--- src/rtl/pwm_duty_seq.sv ---
// pwm_duty_seq: table-driven compare-set sequencer stepping on PWM period boundaries
module pwm_duty_seq #(
  parameter int DATA_WIDTH = 16,
  parameter int CHNL = 4,
  parameter int DEPTH = 8,
  localparam int AW = $clog2(DEPTH)
) (
  input  logic                       clk_i,
  input  logic                       rst_n_i,
  input  logic                       wr_en_i,
  input  logic [AW-1:0]              wr_addr_i,
  input  logic [CHNL*DATA_WIDTH-1:0] wr_cmp_i,
  input  logic [DATA_WIDTH-1:0]      wr_rpt_i,
  input  logic [AW:0]                len_i,
  input  logic                       loop_i,
  input  logic                       start_i,
  input  logic                       stop_i,
  input  logic                       period_end_i,
  output logic [CHNL*DATA_WIDTH-1:0] cmp_o,
  output logic                       cmp_upd_o,
  output logic [AW-1:0]              idx_o,
  output logic                       busy_o,
  output logic                       done_o
);
  typedef enum logic [1:0] {IDLE, ARM, RUN} state_t;
  state_t state;
  logic [CHNL*DATA_WIDTH-1:0] tbl_cmp [DEPTH];
  logic [DATA_WIDTH-1:0] tbl_rpt [DEPTH];
  logic [DATA_WIDTH-1:0] rpt_cnt;
  logic [AW:0] len_q;
  logic loop_q, last, ld;
  logic [AW-1:0] ld_idx;
  always_comb begin
    last = {1'b0, idx_o} == len_q - (AW+1)'(1);
    ld_idx = (state == ARM || last) ? '0 : idx_o + AW'(1);
    ld = !stop_i && period_end_i &&
         (state == ARM || (state == RUN && rpt_cnt == '0 && (!last || loop_q)));
  end
  always_ff @(posedge clk_i) begin
    if (!rst_n_i) begin
      state <= IDLE;
      cmp_o <= '0;
      cmp_upd_o <= 1'b0;
      idx_o <= '0;
      busy_o <= 1'b0;
      done_o <= 1'b0;
      rpt_cnt <= '0;
      len_q <= '0;
      loop_q <= 1'b0;
      for (int i = 0; i < DEPTH; i++) begin
        tbl_cmp[i] <= '0;
        tbl_rpt[i] <= '0;
      end
    end else begin
      if (wr_en_i) begin
        tbl_cmp[wr_addr_i] <= wr_cmp_i;
        tbl_rpt[wr_addr_i] <= wr_rpt_i;
      end
      cmp_upd_o <= ld;
      done_o <= 1'b0;
      if (ld) begin
        cmp_o <= tbl_cmp[ld_idx];
        rpt_cnt <= tbl_rpt[ld_idx];
        idx_o <= ld_idx;
      end
      if (stop_i) begin
        state <= IDLE;
        busy_o <= 1'b0;
      end else if (state == IDLE && start_i) begin
        if (len_i == '0) begin
          done_o <= 1'b1;
        end else begin
          len_q <= (len_i > (AW+1)'(DEPTH)) ? (AW+1)'(DEPTH) : len_i;
          loop_q <= loop_i;
          state <= ARM;
          busy_o <= 1'b1;
        end
      end else if (period_end_i && state == ARM) begin
        state <= RUN;
      end else if (period_end_i && state == RUN && rpt_cnt != '0) begin
        rpt_cnt <= rpt_cnt - DATA_WIDTH'(1);
      end else if (period_end_i && state == RUN && last && !loop_q) begin
        state <= IDLE;
        busy_o <= 1'b0;
        done_o <= 1'b1;
      end
    end
  end
endmodule

--- config.mk ---
export PLATFORM = sky130hd
export DESIGN_NAME = pwm_duty_seq
export DESIGN_NICKNAME = d
export VERILOG_FILES = /design/src/rtl/pwm_duty_seq.sv
export SDC_FILE = /design/constraint.sdc
export NUM_CORES = 1
export LEC_CHECK = 0
export CAP_MARGIN = 20
export CELL_PAD_IN_SITES_DETAIL_PLACEMENT = 1
export CELL_PAD_IN_SITES_GLOBAL_PLACEMENT = 2
export CORE_MARGIN = 2
export CORE_UTILIZATION = 47
export CTS_BUF_LIST = sky130_fd_sc_hd__clkbuf_2 sky130_fd_sc_hd__clkbuf_4 sky130_fd_sc_hd__clkbuf_8
export CTS_CLUSTER_DIAMETER = 200
export CTS_CLUSTER_SIZE = 40
export DETAILED_ROUTE_END_ITERATION = 16
export PLACE_DENSITY = 0.86
export SYNTH_ARGS = -nofsm -noshare
export SYNTH_HDL_FRONTEND = slang
export SYNTH_SLANG_ARGS = --single-unit
--- constraint.sdc ---
create_clock -name clk_i -period 11.5 [get_ports clk_i]
set_input_delay 1.15 -clock clk_i [delete_from_list [all_inputs] [get_ports clk_i]]
set_output_delay 1.15 -clock clk_i [all_outputs]
set_load 0.005 [all_outputs]
==> results of run 1 <==
==> synthesized netlist by cell type (all sizes together) (11+ instances only) <==
master	n
and2	644
edfxtp	640
clkbuf	154
nor2	137
o22ai	112
nand2	103
dfxtp	93
o21ai	92
mux2	83
a21oi	52
nor3	50
o221ai	43
mux2i	41
a22oi	34
a221o	33
o21a	31
buf	21
nand3	12
nand2b	11
==> final cells by class <==
class,instances,area (um^2)
inverters,9,33.8
clock inverters,1,30.0
well taps,873,1090
repair buffers,204,1980
diodes,4,10.0
fillers,6756,32300
multi-input cells,1576,10400
flip-flops and latches,733,21100
clock buffers,39,437
==> through the flow <==
step	cells	total power, mW	utilization [%]	area, um^2	hold WS, ps
2_1_floorplan	2493	3.35	-	32000	451
3_3_place_gp	3391	3.51	51.3	34600	446
3_5_place_dp	3392	3.54	51.3	34600	476
4_1_cts	3432	4.50	52.0	35100	511
5_1_grt	3438	4.63	52.1	35100	524
6_report	3439	4.49	52.1	35100	504
==> tightest hold or removal path, cell delays in order (launching register included) <==
cell and delay [ps]:
dfxtp_1 380, nand2_1 60, a21oi_1 60
==> metal layers <==
layer,global-route usage [%],wire length [um],up-vias
met2,46.6,47000,607
li1,-,-,9154
met3,3.21,4940,94
met1,35.1,40100,10820
met4,6.90,1810,0
met5,0,0,-
==> flip-flops by register name, summed over array words and instances, names as in the netlist <==
signal	count
tbl_cmp	512
tbl_rpt	128
cmp_o	64
rpt_cnt	16
len_q	4
idx_o	3
state	2
busy_o	1
cmp_upd_o	1
done_o	1
loop_q	1
==> cells by family (layout without fill, tap and decap cells) <==
kind of cell | after synthesis | after routing | synth area share [%]
XOR/XNOR | 9 | 9 | 0.246
adder cells (fa/ha/maj) | 4 | 4 | 0.156
buffers and inverters | 184 | 253 | 2.28
AO/OA/AOI/OAI | 452 | 452 | 9.66
multiplexers | 124 | 124 | 4.20
flip-flops | 733 | 733 | 65.8
other | 0 | 4 | 0
AND/OR/NAND/NOR | 987 | 987 | 17.7
==> where the power goes <==
group | total (mW) | leakage, nW | internal (mW) | switching (mW)
Sequential | 3.09 | 6.88 | 3.04 | 0.0498
Clock | 1.00 | 0.250 | 0.246 | 0.759
Combinational | 0.394 | 4.70 | 0.132 | 0.262
Total | 4.49 | 11.8 | 3.42 | 1.07
==> layout by cell type (no fill, tap or decap), drive strengths merged, types with 4 or more instances in the layout <==
master	n
a221o	33
o21ai	92
a21oi	52
clkdlybuf4s50	162
mux2i	41
dfxtp	93
nand3	12
inv	8
clkbuf	39
ha	4
diode	4
a22o	5
o221ai	43
mux2	83
nor4	6
or4	4
o21a	31
a211oi	4
xor2	4
nand2	103
a21boi	9
nand3b	5
a2bb2oi	4
a31oi	8
nor3	50
o22ai	112
edfxtp	640
o2111ai	4
and2	644
nand2b	11
a22oi	34
nor2	137
buf	42
xnor2	5
nor2b	4
==> worst paths after layout <==
kind / to / slack (ps) / depth (start not counted)
worst max-delay path: cmp_o[44]$_SDFFE_PN0N_ / 7060 / 10
worst min-delay path: busy_o$_SDFFE_PP0P_ / 500 / 2
worst max register to register: cmp_o[44]$_SDFFE_PN0N_ / 7060 / 10
worst min register to register: busy_o$_SDFFE_PP0P_ / 500 / 2
==> impl_results.md, run 1 <==
- Post_cts resized: 0
- Drt wl/cell: 27.3 um
- Setup TNS: 0 ps
- Leak Pwr: 11.8 nW
- Max cap viols: 0
- Post-detail-place hpwl: 52400 um
- Routed via count: 20675
- Worst stage delay on the critical path: 1010 ps
- Total CTS buffers: 22
- Hold Crit Class: register to register
- Fin worst setup slack: 7060 ps
- Via density: 6.01
- Final Hold Fails: 0
- Nature of the critical path endpoint: register
- DIE AREA: 70300 um^2
- Yosys warns: 0
- RePlAce Congestion: 0.791
- Fin crit period: 4440 ps
- RSZ-0062 raised after global routing: no
- FMAX: 0.225 GHz
- Crit-path slowest cell: a221oi_4
- Synthesized net count: 2591
- Port-buffer cells: 163
- CP delay by family, top: simple AND/OR/NAND/NOR gates
- Worst-case clock buffer depth: 3
- Status: completed
- Worst hold start: busy_o$_SDFFE_PP0P_
- VDD IR max: 0.0000864 V
- Seq/Total Area, Yosys: 65.8%
- Slew headroom: 24.3%
- Period utilisation layout: 38.6%
- Worst-path clk slew: 250 ps
- Reg-to-reg critical path startpoint: len_q[0]$_SDFFE_PN0P_
- Pin count of the biggest net entering global routing: 82
- Final nets: 2644
- Post-synth EDFFs: 640
- Root Driver: clkbuf_8
- Leading area contributor after synthesis: edfxtp_1
- Kind of critical path: register to register
- Area grow syn2layout: 9.56%
- Die height: 265 um
- Most common flop cell mapped by yosys: edfxtp_1
- PD cells: 128 nW/um^2
- Area share of the largest cell type after synthesis: 60.0%
- Largest cells by area after synthesis: edfxtp_1 (60%), and2_1 (13%), dfxtp_1 (5.8%), mux2_2 (2.9%), o22ai_1 (2.2%)
- H-tree depth: 1
- Setup Viol. Count Final: 0
- Rows: 95
- Crit-path max FO: 46
- Overall Global Routing Usage: 26.6%
- Post-CTS Setup Bufs: 0
- Synth unique cells: 68
- Final Max Slew Viols: 0
- Post-DRT Antenna Nets: 0
- CTS tree: done
- Clock sinks: 733
- Drt pass-1 iters: 5
- Worst EP required: 12170 ps
- Top Ports: 164
- Flops & latches, synth: 733
- CP Launch Type: register
- Core area: 67400 um^2
- Cell Chain, Critical Path: inv_1, ha_1, xor2_1, and3b_1, o31a_2, buf_4, a221oi_4, nand3_4, nor3_1, a221o_1
- Post-Syn Area: 32000 um^2
- Detailed Route WL: 93800 um
- Worst Skew: 76.6 ps
- Clock latency on the worst-skew pair: 730 ps
- Die Wd: 265 um
- CP Buf/Inv Count: 2
- Synth Instances: 2493
- Starting density of the core: 47.6%
- Ratio of cells with drive above 1 in the final layout: 8.86%
- Vias in the first global route: 22155
- Antenna violations before repair: 5
- Syn avg cell area: 12.9 um^2
- Total grt overflow: 0
- Slew @ Worst Pin: 1130 ps
- Cts hold-fix bufs: 0
- Async SR Flop Fraction: 0%
- Number of remaining DRC errors: 0
- Critical Path AT: 5110 ps
- Critical path origin: len_q[0]$_SDFFE_PN0P_
- First-pass GRT wire length: 140000 um
- Pre-CTS setup slack: 6430 ps
- Detailed Route Iter0 Violations: 2050
Note: power is estimated with default switching activity, not from simulation.
==> run 2, diff against run 1 <==
--- a/config.mk
+++ b/config.mk
@@ -9,12 +9,12 @@
 export CELL_PAD_IN_SITES_DETAIL_PLACEMENT = 1
 export CELL_PAD_IN_SITES_GLOBAL_PLACEMENT = 2
 export CORE_MARGIN = 2
-export CORE_UTILIZATION = 47
+export CORE_UTILIZATION = 44
 export CTS_BUF_LIST = sky130_fd_sc_hd__clkbuf_2 sky130_fd_sc_hd__clkbuf_4 sky130_fd_sc_hd__clkbuf_8
 export CTS_CLUSTER_DIAMETER = 200
 export CTS_CLUSTER_SIZE = 40
 export DETAILED_ROUTE_END_ITERATION = 16
-export PLACE_DENSITY = 0.86
+export PLACE_DENSITY = 0.81
 export SYNTH_ARGS = -nofsm -noshare
 export SYNTH_HDL_FRONTEND = slang
 export SYNTH_SLANG_ARGS = --single-unit
==> constraint.sdc (replaced) <==
create_clock -name clk_i -period 4.51 [get_ports clk_i]
set_input_delay 0.451 -clock clk_i [delete_from_list [all_inputs] [get_ports clk_i]]
set_output_delay 0.451 -clock clk_i [all_outputs]
set_load 0.005 [all_outputs]
==> run 2 against run 1 <==
Sequential share of layout area down 0.56 points. Combinational power rose to 2.6 times the previous value. Routed wire length up 2.7%. Clock-buffer cell count down 1. Sequential power rose to 2.5 times the previous value. Clock skew down 13 ps. First-iteration DRC count down 18%. Critical path depth down 1. Via count up 0.10%. Register-to-register slack worse by 6200 ps. Critical path type unchanged. Largest cell class unchanged.
==> impl_results.md, run 2 (synthesis gave the netlist of run 1 again) <==
- Status: completed
- Final nets: 2662
- Total power draw: 11.5 mW
- Post_cts resized: 0
- Setup Viol. Count Final: 0
- CTS tree: done
- Worst Skew: 63.4 ps
- Period utilisation layout: 81.6%
- Hold_ws: 196 ps
- Slew @ Worst Pin: 1130 ps
- Cell Chain, Critical Path: inv_1, ha_1, xor2_1, and3b_1, o31a_2, a221oi_4, nand3_4, nor3_1, a221o_1
- Via density: 5.86
- Detailed Route Iter0 Violations: 1677
- Die Wd: 274 um
- Die height: 274 um
- Ratio of cells with drive above 1 in the final layout: 9.46%
- Clock latency on the worst-skew pair: 760 ps
- Leak Pwr: 12.0 nW
- First-pass GRT wire length: 143000 um
- PD cells: 324 nW/um^2
- Critical Path AT: 4390 ps
- RePlAce Congestion: 0.827
- Post-DRT Antenna Nets: 0
- VDD IR max: 0.000256 V
- RSZ-0062 raised after global routing: no
- Vias in the first global route: 22118
- Top Ports: 164
- FMAX: 0.272 GHz
- Starting density of the core: 44.6%
- Antenna violations before repair: 8
- Clock sinks: 733
- Detailed Route WL: 96300 um
- Crit-path slowest cell: nand3_4
- Most flop-heavy register: tbl_cmp
- Post-detail-place hpwl: 54000 um
- Final Hold Fails: 0
- Worst stage delay on the critical path: 760 ps
- Drt pass-1 iters: 5
- Max cap viols: 0
- Nature of the critical path endpoint: register
- Most frequent cells in the layout: and2_1 (643), edfxtp_1 (640), clkdlybuf4s50_1 (162)
- Worst EP required: 5220 ps
- Crit-path max FO: 33
- Pin count of the biggest net entering global routing: 121
- H-tree depth: 1
- Slew headroom: 24.9%
- DIE AREA: 75000 um^2
- Total grt overflow: 0
- Hold Crit Class: input pin to register
- Worst-case clock buffer depth: 3
- Core area: 71900 um^2
- Root Driver: clkbuf_8
- Kind of critical path: register to register
- Final Max Slew Viols: 0
- Post-CTS Setup Bufs: 0
- Most common cell after layout, fill and taps aside: and2_1
- Routed via count: 20696
- Overall Global Routing Usage: 25.5%
- Cts hold-fix bufs: 0
- Total CTS buffers: 22
- Number of remaining DRC errors: 0
- Worst-path clk slew: 230 ps
- Port-buffer cells: 163
- Drt wl/cell: 27.3 um
- Fin crit period: 3680 ps
- CP Launch Type: register
- Max reg flops: 512
- Area grow syn2layout: 10.6%
- Top Registers: tbl_cmp: 512 flops, tbl_rpt: 128 flops, cmp_o: 64 flops
- Rows: 98
-- run 2: where the power goes --
part	switching, mW	internal (mW)	total [mW]	leakage [nW]
Sequential	0.123	7.74	7.87	6.88
Combinational	0.669	0.353	1.02	4.83
Clock	1.97	0.612	2.58	0.248
Total	2.76	8.71	11.5	12.0
-- run 2: worst paths after layout --
kind / start / to / slack, ps / cells past startpoint
setup / recovery: len_q[0]$_SDFFE_PN0P_ / cmp_o[8]$_SDFFE_PN0N_ / 830 / 9
hold / removal: rst_n_i / cmp_o[60]$_SDFFE_PN0N_ / 200 / 2
setup reg to reg: len_q[0]$_SDFFE_PN0P_ / cmp_o[8]$_SDFFE_PN0N_ / 830 / 9
hold reg to reg: busy_o$_SDFFE_PP0P_ / busy_o$_SDFFE_PP0P_ / 490 / 2
-- run 2: area by class of cell --
type	count	area, um^2
well taps	950	1190
multi-input cells	1576	10400
inverters	9	33.8
clock buffers	38	423
repair buffers	222	2220
diodes	3	7.51
fillers	7277	36400
clock inverters	2	38.8
flip-flops and latches	733	21100
-- run 2: critical path, delay by kind of cell, from the launching register on --
family	cells	cell delay (ps)
AO/OA/AOI/OAI	3	1350
XOR/XNOR	1	170
adder cells (fa/ha/maj)	1	200
buffers and inverters	1	70
flip-flops	1	440
AND/OR/NAND/NOR	3	1410
-- run 2: routing by layer --
layer	global-route usage, %	wire (um)	up-vias
met3	2.84	4540	112
met4	6.16	2140	6
li1	-	-	9195
met1	33.0	40300	10862
met5	0	38	-
met2	45.9	49300	521
-- run 2: per-stage QoR --
step                instance area [um^2]  util, %  setup TNS, ps  setup WS [ps]  cells
floorplan                          32000        -        -291350           -611   2493
global placement                   35000     48.7              0            859   3490
detailed placement                 35000     48.7              0            738   3490
CTS                                35400     49.3              0            842   3530
global route                       35400     49.3              0            657   3532
finish                             35400     49.3              0            831   3533
==> run 3, diff against run 2 <==
--- a/config.mk
+++ b/config.mk
@@ -9,12 +9,12 @@
 export CELL_PAD_IN_SITES_DETAIL_PLACEMENT = 1
 export CELL_PAD_IN_SITES_GLOBAL_PLACEMENT = 2
 export CORE_MARGIN = 2
-export CORE_UTILIZATION = 44
+export CORE_UTILIZATION = 40
 export CTS_BUF_LIST = sky130_fd_sc_hd__clkbuf_2 sky130_fd_sc_hd__clkbuf_4 sky130_fd_sc_hd__clkbuf_8
 export CTS_CLUSTER_DIAMETER = 200
 export CTS_CLUSTER_SIZE = 40
 export DETAILED_ROUTE_END_ITERATION = 16
-export PLACE_DENSITY = 0.81
+export PLACE_DENSITY = 0.78
 export SYNTH_ARGS = -nofsm -noshare
 export SYNTH_HDL_FRONTEND = slang
 export SYNTH_SLANG_ARGS = --single-unit
==> constraint.sdc (replaced) <==
create_clock -name clk_i -period 2.9 [get_ports clk_i]
set_input_delay 0.29 -clock clk_i [delete_from_list [all_inputs] [get_ports clk_i]]
set_output_delay 0.29 -clock clk_i [all_outputs]
set_load 0.005 [all_outputs]
==> run 3 against run 2 <==
Design area rose by 3.7%. Fmax up 30%. Sequential power grew 55%. Critical path type unchanged. Die area up 9.8%. Sequential share of layout area is 2.1 points lower. Global-route usage down 1.4 points. First-iteration DRC count grew 4.5%. Routed wire length rose by 5.6%. Critical path depth grew 1. Clock skew is 0.63 ps lower. Worst hold slack got worse by 54 ps. Clock power is 56% higher.
==> impl_results.md, run 3 (synthesis gave the netlist of run 1 again) <==
- Top Registers: tbl_cmp: 512 flops, tbl_rpt: 128 flops, cmp_o: 64 flops
- Most flop-heavy register: tbl_cmp
- Detailed Route Iter0 Violations: 1753
- CP Launch Type: register
- Worst EP required: 3470 ps
- Total CTS buffers: 22
- Critical Path Sink: cmp_o[29]$_SDFFE_PN0N_
- Setup Viol. Count Final: 0
- Hold Crit Class: input pin to register
- First-pass GRT wire length: 148000 um
- Critical Path AT: 3390 ps
- RePlAce Congestion: 0.845
- CTS tree: done
- Antenna violations before repair: 6
- CP delay by family, top: simple AND/OR/NAND/NOR gates
- Ratio of cells with drive above 1 in the final layout: 12.3%
- Final Hold Fails: 0
- Total grt overflow: 0
- Clock sinks: 733
- Most common cell after layout, fill and taps aside: and2_1
- Area grow syn2layout: 14.7%
- Kind of critical path: register to register
- Detailed Route WL: 102000 um
- Most frequent cells in the layout: and2_1 (643), edfxtp_1 (640), clkdlybuf4s50_1 (162)
- Fin crit period: 2820 ps
- FMAX: 0.354 GHz
- Clock latency on the worst-skew pair: 720 ps
- Final Max Slew Viols: 0
- PD cells: 490 nW/um^2
- Pin count of the biggest net entering global routing: 81
- CP Buf/Inv Count: 4
- Port-buffer cells: 163
- Routed via count: 21094
- Reg-to-reg critical path startpoint: rpt_cnt[0]$_SDFF_PN0_
- Post-DRT Antenna Nets: 0
- Root Driver: clkbuf_8
- Cell Chain, Critical Path: inv_1, ha_1, nand3_1, or4_4, a221oi_4, buf_4, buf_4, nor2_4, buf_4, a221o_1
- Drt wl/cell: 27.5 um
- DIE AREA: 82400 um^2
- Starting density of the core: 40.5%
- H-tree depth: 1
- Core area: 79100 um^2
- Reg2Reg Depth: 10
- VDD IR max: 0.000319 V
- Reg area: 21100 um^2
- Hold_ws: 142 ps
- Worst r2r dst: cmp_o[29]$_SDFFE_PN0N_
- Crit-path slowest cell: or4_4
- Critical path origin: rpt_cnt[0]$_SDFF_PN0_
- Number of remaining DRC errors: 0
- Max cap viols: 0
- Cts hold-fix bufs: 0
- Setup TNS: 0 ps
- Die Wd: 287 um
- Slew headroom: 24.2%
- Drt pass-1 iters: 5
- Rows: 103
- Final Core Density: 46.4%
- Nature of the critical path endpoint: register
- Worst-path clk slew: 240 ps
- Pre-CTS setup slack: -55.2 ps
- Fin worst setup slack: 77.2 ps
- Via density: 5.69
- Vias in the first global route: 22860
- WP depth: 10
- Leak Pwr: 12.5 nW
- Most frequent CP cell: buf_4
- Area taken by multi-input logic gates: 10500 um^2
- Crit-path max FO: 6
- Top Ports: 164
- Worst-case clock buffer depth: 3
- Worst stage delay on the critical path: 610 ps
- Worst Skew: 62.8 ps
- Max reg flops: 512
- Die height: 287 um
- Slew @ Worst Pin: 1140 ps
- Final nets: 2735
- Post-detail-place hpwl: 60100 um
- Period utilisation layout: 97.3%
- Fillers: 8070
- R2r setup slk: 80 ps
- Overall Global Routing Usage: 24.2%
- Status: completed
run 3: worst min path at each step:
stage                                    from               endpoint  depth (start not counted)
after global placement    busy_o$_SDFFE_PP0P_    busy_o$_SDFFE_PP0P_                          2
final                                  loop_i    loop_q$_SDFFE_PN0P_                          3
after CTS                              loop_i    loop_q$_SDFFE_PN0P_                          3
after floorplan                      len_i[3]  len_q[3]$_SDFFE_PN0P_                          2
after detailed placement  busy_o$_SDFFE_PP0P_    busy_o$_SDFFE_PP0P_                          2
after global routing                   loop_i    loop_q$_SDFFE_PN0P_                          3
run 3: layer usage:
metal,up-vias,wire length [um],track usage [%]
met5,-,35,0
met4,6,2370,5.63
met3,123,4910,2.98
met2,565,52500,44.0
met1,11069,41900,30.5
li1,9331,-,-
run 3: timing repair:
item / in CTS / in global routing
resized for setup: 7 / 12
setup buffers: 1 / 7
cloned: 0 / 4
pin swaps: 1 / 6
endpoints found under the setup margin: 9 / 78
run 3: worst reg2reg max path, delay by kind of cell, from the launching register on:
kind / cells / cell delay, ps
flip-flops: 1 / 410
buffers and inverters: 4 / 610
AO/OA/AOI/OAI: 2 / 680
AND/OR/NAND/NOR: 3 / 830
adder cells (fa/ha/maj): 1 / 150
run 3: cell type report:
class | instances | share of cell area [%]
antenna | 2 | 0.0136
timing repair buffer | 295 | 9.04
sequential | 733 | 57.4
multi-input combinational | 1576 | 28.6
inverter | 9 | 0.0953
tap | 1050 | 3.58
clock buffer | 39 | 1.19
clock inverter | 1 | 0.0817
run 3: report_power, final:
| part | switching (mW) | internal (mW) | total [mW] |
|---|---|---|---|
| Clock | 3.05 | 0.974 | 4.03 |
| Sequential | 0.193 | 12.0 | 12.2 |
| Combinational | 1.10 | 0.659 | 1.75 |
run 3: metrics by stage:
step	cells	total power, mW	area, um^2
2_1_floorplan	2493	13.2	32100
3_3_place_gp	3651	14.1	36000
3_5_place_dp	3651	14.2	36000
4_1_cts	3692	18.1	36500
5_1_grt	3705	18.6	36700
6_report	3705	18.0	36700
